`config.mk`:
```
export PLATFORM = sky130hd
export DESIGN_NAME = speck_uart_cmd_parser_flat
export DESIGN_NICKNAME = d
export VERILOG_FILES = /design/src/rtl/speck_uart_cmd_parser_if.sv /design/src/rtl/speck_uart_cmd_parser.sv /design/src/flat_wrapper.sv
export SDC_FILE = /design/constraint.sdc
export NUM_CORES = 1
export LEC_CHECK = 0
export CORE_MARGIN = 8
export CORE_UTILIZATION = 39
export CTS_CLUSTER_SIZE = 28
export DETAILED_ROUTE_END_ITERATION = 10
export PLACE_DENSITY_LB_ADDON = 0.3
export SLEW_MARGIN = 20
export SYNTH_ARGS = -nofsm -noshare
export SYNTH_HDL_FRONTEND = slang
export SYNTH_SLANG_ARGS = --single-unit
```
`constraint.sdc`:
```
create_clock -name clk -period 2.3 [get_ports clk]
set_input_delay 0.46 -clock clk [delete_from_list [all_inputs] [get_ports clk]]
set_output_delay 0.46 -clock clk [all_outputs]
set_load 0.01 [all_outputs]
```
`src/rtl/speck_uart_cmd_parser_if.sv`:
```
// Command handshake bundle between the UART command parser and the Speck
// command controller. The parser is the master (it offers commands), and the
// controller is the slave (it accepts them with cmd_ready).
interface speck_uart_cmd_parser_if #(
    parameter int W = 32
);
    logic             cmd_valid;
    logic             cmd_ready;
    logic [1:0]       cmd_op;
    logic [4*W-1:0]   cmd_key;
    logic [2*W-1:0]   cmd_block;

    modport master (
        output cmd_valid,
        output cmd_op,
        output cmd_key,
        output cmd_block,
        input  cmd_ready
    );

    modport slave (
        input  cmd_valid,
        input  cmd_op,
        input  cmd_key,
        input  cmd_block,
        output cmd_ready
    );
endinterface

```
`src/rtl/speck_uart_cmd_parser.sv`:
```
// Speck UART command parser: frames the received byte stream into KEY ('K'),
// ENC ('E') and DEC ('D') commands with little-endian payloads and offers them
// on a valid/ready handshake. Flags unknown opcodes, stalled frames and bytes
// that arrive while a command is still waiting for the controller.
// Optional build macro SPECK_CMD_LOWERCASE_EN also accepts 'k', 'e' and 'd'.
module speck_uart_cmd_parser #(
    parameter int W             = 32,
    parameter int CLK_FREQ      = 100_000_000,
    parameter int BAUD_RATE     = 115200,
    parameter int TIMEOUT_BYTES = 4
) (
    input  logic                    clk,
    input  logic                    rst_n,
    input  logic [7:0]              rx_data,
    input  logic                    rx_valid,
    speck_uart_cmd_parser_if.master cmd,
    output logic                    busy,
    output logic                    err_unknown,
    output logic                    err_timeout,
    output logic                    err_overrun
);
    localparam int KEY_BYTES = W / 2;
    localparam int BLK_BYTES = W / 4;
    localparam int CNT_W     = $clog2(KEY_BYTES);

    // 64-bit arithmetic: TIMEOUT_BYTES*10*CLK_FREQ overflows 32 bits at defaults.
    localparam longint TO_CYC = (longint'(TIMEOUT_BYTES) * 64'sd10 * longint'(CLK_FREQ))
                                / longint'(BAUD_RATE);
    localparam int TO_W = $clog2(TO_CYC + 1);
    localparam logic [TO_W-1:0] TO_LAST = TO_W'(TO_CYC - 1);

    localparam logic [1:0] OP_KEY = 2'd0;
    localparam logic [1:0] OP_ENC = 2'd1;
    localparam logic [1:0] OP_DEC = 2'd2;

    typedef enum logic [1:0] {
        IDLE    = 2'd0,
        COLLECT = 2'd1,
        HOLD    = 2'd2
    } state_t;

    state_t            state;
    state_t            state_nxt;
    logic [1:0]        op_q;
    logic [1:0]        op_dec;
    logic              op_hit;
    logic [CNT_W-1:0]  cnt_q;
    logic [TO_W-1:0]   to_q;
    logic [4*W-1:0]    key_q;
    logic [2*W-1:0]    block_q;

    logic handshake;
    logic opcode_slot;
    logic take_op;
    logic unknown_hit;
    logic store_byte;
    logic last_byte;
    logic timeout_hit;
    logic overrun_hit;

    // Classify the incoming byte as one of the recognised opcodes.
    always_comb begin
        op_hit = 1'b1;
        op_dec = OP_KEY;
        case (rx_data)
            8'h4B:   op_dec = OP_KEY;
            8'h45:   op_dec = OP_ENC;
            8'h44:   op_dec = OP_DEC;
`ifdef SPECK_CMD_LOWERCASE_EN
            8'h6B:   op_dec = OP_KEY;
            8'h65:   op_dec = OP_ENC;
            8'h64:   op_dec = OP_DEC;
`else
`endif
            default: op_hit = 1'b0;
        endcase
    end

    // Byte-level events; a byte landing on the handshake cycle is read as a fresh opcode.
    always_comb begin
        handshake   = (state == HOLD) && cmd.cmd_ready;
        opcode_slot = rx_valid && ((state == IDLE) || handshake);
        take_op     = opcode_slot && op_hit;
        unknown_hit = opcode_slot && !op_hit;
        store_byte  = (state == COLLECT) && rx_valid;
        last_byte   = (op_q == OP_KEY) ? (cnt_q == CNT_W'(KEY_BYTES - 1))
                                       : (cnt_q == CNT_W'(BLK_BYTES - 1));
        timeout_hit = (state == COLLECT) && !rx_valid && (to_q == TO_LAST);
        overrun_hit = (state == HOLD) && !cmd.cmd_ready && rx_valid;
    end

    // State register.
    always_ff @(posedge clk or negedge rst_n) begin
        if (!rst_n) begin
            state <= IDLE;
        end else begin
            state <= state_nxt;
        end
    end

    // Next-state logic.
    always_comb begin
        state_nxt = state;
        case (state)
            IDLE:    if (take_op) state_nxt = COLLECT;
            COLLECT: begin
                if (store_byte && last_byte) state_nxt = HOLD;
                else if (timeout_hit)        state_nxt = IDLE;
            end
            HOLD:    if (handshake) state_nxt = take_op ? COLLECT : IDLE;
            default: state_nxt = IDLE;
        endcase
    end

    // Outputs follow the state and the held command registers.
    always_comb begin
        cmd.cmd_valid = (state == HOLD);
        cmd.cmd_op    = op_q;
        cmd.cmd_key   = key_q;
        cmd.cmd_block = block_q;
        busy          = (state != IDLE);
    end

    // Opcode latch, byte counter and little-endian payload assembly.
    always_ff @(posedge clk or negedge rst_n) begin
        if (!rst_n) begin
            op_q    <= OP_KEY;
            cnt_q   <= '0;
            key_q   <= '0;
            block_q <= '0;
        end else if (take_op) begin
            op_q  <= op_dec;
            cnt_q <= '0;
            if (op_dec == OP_KEY) key_q   <= '0;
            else                  block_q <= '0;
        end else if (store_byte) begin
            cnt_q <= cnt_q + 1'b1;
            for (int i = 0; i < KEY_BYTES; i++) begin
                if ((op_q == OP_KEY) && (cnt_q == CNT_W'(i))) key_q[8*i +: 8] <= rx_data;
            end
            for (int i = 0; i < BLK_BYTES; i++) begin
                if ((op_q != OP_KEY) && (cnt_q == CNT_W'(i))) block_q[8*i +: 8] <= rx_data;
            end
        end
    end

    // Inter-byte gap counter; only runs while a frame is being collected.
    always_ff @(posedge clk or negedge rst_n) begin
        if (!rst_n) begin
            to_q <= '0;
        end else if ((state == COLLECT) && !rx_valid && !timeout_hit) begin
            to_q <= to_q + 1'b1;
        end else begin
            to_q <= '0;
        end
    end

    // Single-cycle error pulses, registered one cycle after the offending event.
    always_ff @(posedge clk or negedge rst_n) begin
        if (!rst_n) begin
            err_unknown <= 1'b0;
            err_timeout <= 1'b0;
            err_overrun <= 1'b0;
        end else begin
            err_unknown <= unknown_hit;
            err_timeout <= timeout_hit;
            err_overrun <= overrun_hit;
        end
    end
endmodule

```
`src/flat_wrapper.sv`:
```
// flat-port wrapper written by rule: the top's interface ports become plain ports
module speck_uart_cmd_parser_flat 
#(
    parameter int W             = 32,
    parameter int CLK_FREQ      = 100_000_000,
    parameter int BAUD_RATE     = 115200,
    parameter int TIMEOUT_BYTES = 4
)
  (clk, rst_n, rx_data, rx_valid, busy, err_unknown, err_timeout, err_overrun, cmd_cmd_valid, cmd_cmd_op, cmd_cmd_key, cmd_cmd_block, cmd_cmd_ready);
  speck_uart_cmd_parser_if #(.W(W)) cmd_i ();
  input  logic clk;
  input  logic rst_n;
  input  logic [7:0] rx_data;
  input  logic rx_valid;
  output logic busy;
  output logic err_unknown;
  output logic err_timeout;
  output logic err_overrun;
  output wire logic [$bits(cmd_i.cmd_valid)-1:0] cmd_cmd_valid;
  output wire logic [$bits(cmd_i.cmd_op)-1:0] cmd_cmd_op;
  output wire logic [$bits(cmd_i.cmd_key)-1:0] cmd_cmd_key;
  output wire logic [$bits(cmd_i.cmd_block)-1:0] cmd_cmd_block;
  input wire logic [$bits(cmd_i.cmd_ready)-1:0] cmd_cmd_ready;
  assign cmd_cmd_valid = cmd_i.cmd_valid;
  assign cmd_cmd_op = cmd_i.cmd_op;
  assign cmd_cmd_key = cmd_i.cmd_key;
  assign cmd_cmd_block = cmd_i.cmd_block;
  assign cmd_i.cmd_ready = cmd_cmd_ready;
  speck_uart_cmd_parser #(.W(W), .CLK_FREQ(CLK_FREQ), .BAUD_RATE(BAUD_RATE), .TIMEOUT_BYTES(TIMEOUT_BYTES)) u_core (.clk(clk), .rst_n(rst_n), .rx_data(rx_data), .rx_valid(rx_valid), .cmd(cmd_i), .busy(busy), .err_unknown(err_unknown), .err_timeout(err_timeout), .err_overrun(err_overrun));
endmodule
```
==> results.yml <==
status:
  status: "finished, final reports clean"
placement:
  routabilityCongestion: 0.758
  pre_cts_slack_ns: -0.515
  io_buffers: 210
  placed_area_mm2: 0.0117
  hpwl_mm: 18.6
final_layout:
  fin_area_mm2: 0.0124
  diodes: 0
  regArea_mm2: 0.00548
  area_delta_synth_final_pct: 40.7
  drive_gt1_share_pct: 19.8
  multi_input_area_mm2: 0.00319
  final_util_pct: 55.4
  final_nets: 917
  fillers: 1916
worst_hold_path:
  hold_path.class: "input pin to asynchronous set/reset pin"
routing:
  drt_first_pass_iters: 6
  drt_iter0_drc: 473
  drc: 0
  num_vias: 6503
  detail-route-antenna-nets: 0
  finalWirelength_mm: 27.1
  wire_per_inst_um: 22.6
  via_per_inst: 5.41
clocking:
  cts_made_buffers: 23
  cts.sinks: 219
  clk_pin_slew_ns: 0.06
  clockBufferDepth: 3
  clk_latency_ns: 0.51
  h-tree-depth: 1
  cts_tree: "done"
  cts_root_buf: "clkbuf_16"
die:
  start_util_pct: 39.4
  rows: 55
  ioPinCount: 211
  die_y_um: 167
  die_w_um: 167
  dieArea_mm2: 0.0277
  core-area_mm2: 0.0224
synthesis:
  synthDistinctLibCells: 51
  ys_ff_latch: 219
  synth_area_mm2: 0.00884
  syn_inst: 634
  ys_seq_area_share_pct: 62.0
  async_flop_share_pct: 100
  synth_enable_flop_cells: 0
  synth_area_per_cell_um2: 13.9
  synthFlopType: "dfrtp_1"
  synth_warnings: 0
  synth_fp_nets: 652
pwr:
  finalPower_mw: 10.7
  power_frac_seq_pct: 44.9
  p_leak_nw: 5.64
  switching_share_pct: 27.6
  peakVddDrop_mv: 0.568
  power.density_mw_per_mm2: 862
  combPwrFrac_pct: 22.8
  p_sw_mw: 2.95
  p_clk_share_pct: 32.3
  p_int_mw: 7.77
grt:
  grt_use_total_pct: 19.2
  overflow: 0
  grt_pass1_wl_mm: 42.3
  grt_max_degree: 62
  grt_antenna_before_repair: 0
  grt_pass1_vias: 6945
worst_setup_path:
  crit_required_ns: 2.75
  crit_fanout: 17
  worst_r2r_startpoint: "u_core.cnt_q[2]"
  worstSetupPathType: "input pin to register"
  cpPeakStageDelay_ns: 0.51
  crit_path_start: "rx_data[7]"
  r2r_end: "u_core.cmd.cmd_key[86]"
  crit_chain: "clkdlybuf4s50_1 > or4b_4 > buf_4 > a2111o_1 > buf_4 > o21ai_0 > a22o_1"
  reg2reg_setup_slack_ns: 0.19
  cp_num_buf_inv: 3
  crit_top_cell: "buf_4"
  crit_path_top_delay_cell: "or4b_4"
  end_kind: "register"
  reg2regPathDepth: 3
  crit_family: "buffers and inverters"
  crit_arrival_ns: 2.73
  startpoint_type: "input pin"
timing:
  report.final.setup_viol: 0
  skew_ns: 0.0141
  fin_crit_sh_pct: 99.1
  slew_headroom_pct: 60.4
  drv_slew: 0
  min_period_ns: 2.28
  worst_pin_slew_ns: 0.593
  setup_ws_ns: 0.0196
  rsz0062_at_grt: "true"
  max_freq_mhz: 439
  hold_violations: 0
  setup_tns_ns: 0
job:
  cap_violations: 0
## per-stage QoR
step           cells  hold WS, ns
2_1_floorplan    634        0.164
4_1_cts         1200        0.493
5_1_grt         1201        0.509
6_report        1201        0.476
3_3_place_gp    1157        0.434
3_5_place_dp    1157        0.435
## power groups by stage
stage / combinational [mW] / sequential, mW / clock (mW)
final: 2.44 / 4.82 / 3.47
after floorplan: 0.791 / 5.00 / 0
after CTS: 2.48 / 4.81 / 3.54
after detailed placement: 2.48 / 4.86 / 0
after global routing: 2.62 / 4.88 / 3.69
after global placement: 2.44 / 4.88 / 0
## kinds of logic (layout without fill, tap and decap cells)
group | count (synthesis) | in the layout | share of synthesized area [%]
compound gates | 187 | 187 | 18.9
xor+xnor | 16 | 16 | 1.59
fa+ha+maj | 6 | 6 | 0.849
buf+inv | 45 | 327 | 2.18
flops | 219 | 219 | 62.0
mux | 51 | 51 | 7.52
simple gates | 110 | 110 | 6.99
## final cells by class
| type | instances | area share, % |
|---|---|---|
| clock buffers | 32 | 5.14 |
| clock inverters | 10 | 0.473 |
| inverters | 8 | 0.241 |
| multi-input cells | 370 | 25.6 |
| flip-flops and latches | 219 | 44.1 |
| well taps | 285 | 2.87 |
| repair buffers | 277 | 21.6 |
## per-layer routing
layer | GRT usage (%) | vias to the layer above | wire, um
met5 | 0 | - | 0
met4 | 6.07 | 0 | 787
met3 | 4.44 | 47 | 1660
met2 | 31.2 | 209 | 12600
met1 | 25.0 | 3337 | 12000
li1 | - | 2910 | -
## cells in the final DEF (no fill, tap or decap), drive strengths merged, types with 2 or more instances in the layout
master / count
nor3: 5
or4: 4
nand3: 6
xnor2: 9
and3: 4
nor2b: 2
o21ai: 29
o31ai: 3
dfrtp: 219
clkinvlp: 2
a31oi: 3
clkinv: 7
nor2: 42
clkbuf: 32
xor2: 7
nand4: 7
dlygate4sd2: 2
clkdlybuf4s50: 204
nor4b: 2
o211ai: 2
buf: 67
nand2: 11
o2bb2ai: 5
mux2: 51
ha: 6
o41ai: 2
dlymetal6s2s: 3
nand4b: 5
a21oi: 4
inv: 9
or4b: 3
and2: 4
a22o: 137
nor4: 5
## state kept, by name (all words and copies together), names as in the netlist
signal / flops
u_core.to_q: 16
u_core.err_unknown: 1
u_core.err_overrun: 1
u_core.cmd.cmd_op: 2
u_core.cmd.cmd_block: 64
u_core.err_timeout: 1
u_core.cnt_q: 4
u_core.cmd.cmd_key: 128
u_core.state: 2
## cell usage after synthesis, types with 2 or more instances
library cell,count,share of area (%)
o2bb2ai_1,5,0.50
mux2_4,24,4.1
nor2b_1,2,0.14
and3_1,4,0.28
nor4_1,3,0.21
dfrtp_1,219,62
o211ai_1,2,0.17
nand4_1,7,0.50
nor4b_1,2,0.20
o21ai_0,13,0.74
clkbuf_1,30,1.3
o21ai_4,13,2.4
nor3_1,5,0.28
mux2_2,27,3.4
or4_1,4,0.34
nand4b_1,5,0.50
o41ai_1,2,0.20
or4b_2,2,0.23
xnor2_1,9,0.89
inv_1,8,0.34
a22o_1,137,14
nand3_1,6,0.34
a21oi_1,4,0.23
o31ai_1,3,0.25
a31oi_1,3,0.21
nand2_1,11,0.47
buf_1,2,0.085
nor2_1,41,1.7
ha_1,6,0.85
xor2_1,7,0.69
and2_1,4,0.28
buf_4,3,0.25
o21ai_2,3,0.30
## what timing repair did
item,in CTS,in global routing
gates cloned,0,0
gates resized for setup,2,7
hold buffers,1,0
setup endpoints to repair,2,41
pin swaps,0,3
setup buffers,0,1
endpoints found under the hold margin,56,0
## worst max path at each step
stage	to	slack, ns	cells after the start
after global routing	u_core.cmd.cmd_key[63]	-0.01	7
after global placement	u_core.cmd.cmd_block[6]	-0.49	7
after detailed placement	u_core.cmd.cmd_block[46]	-0.51	7
after CTS	u_core.cmd.cmd_block[46]	0.002	7
final	u_core.cmd.cmd_key[111]	0.02	7
after floorplan	u_core.cmd.cmd_block[16]	-0.05	6
No activity file was read; power rests on OpenSTA's default activity.
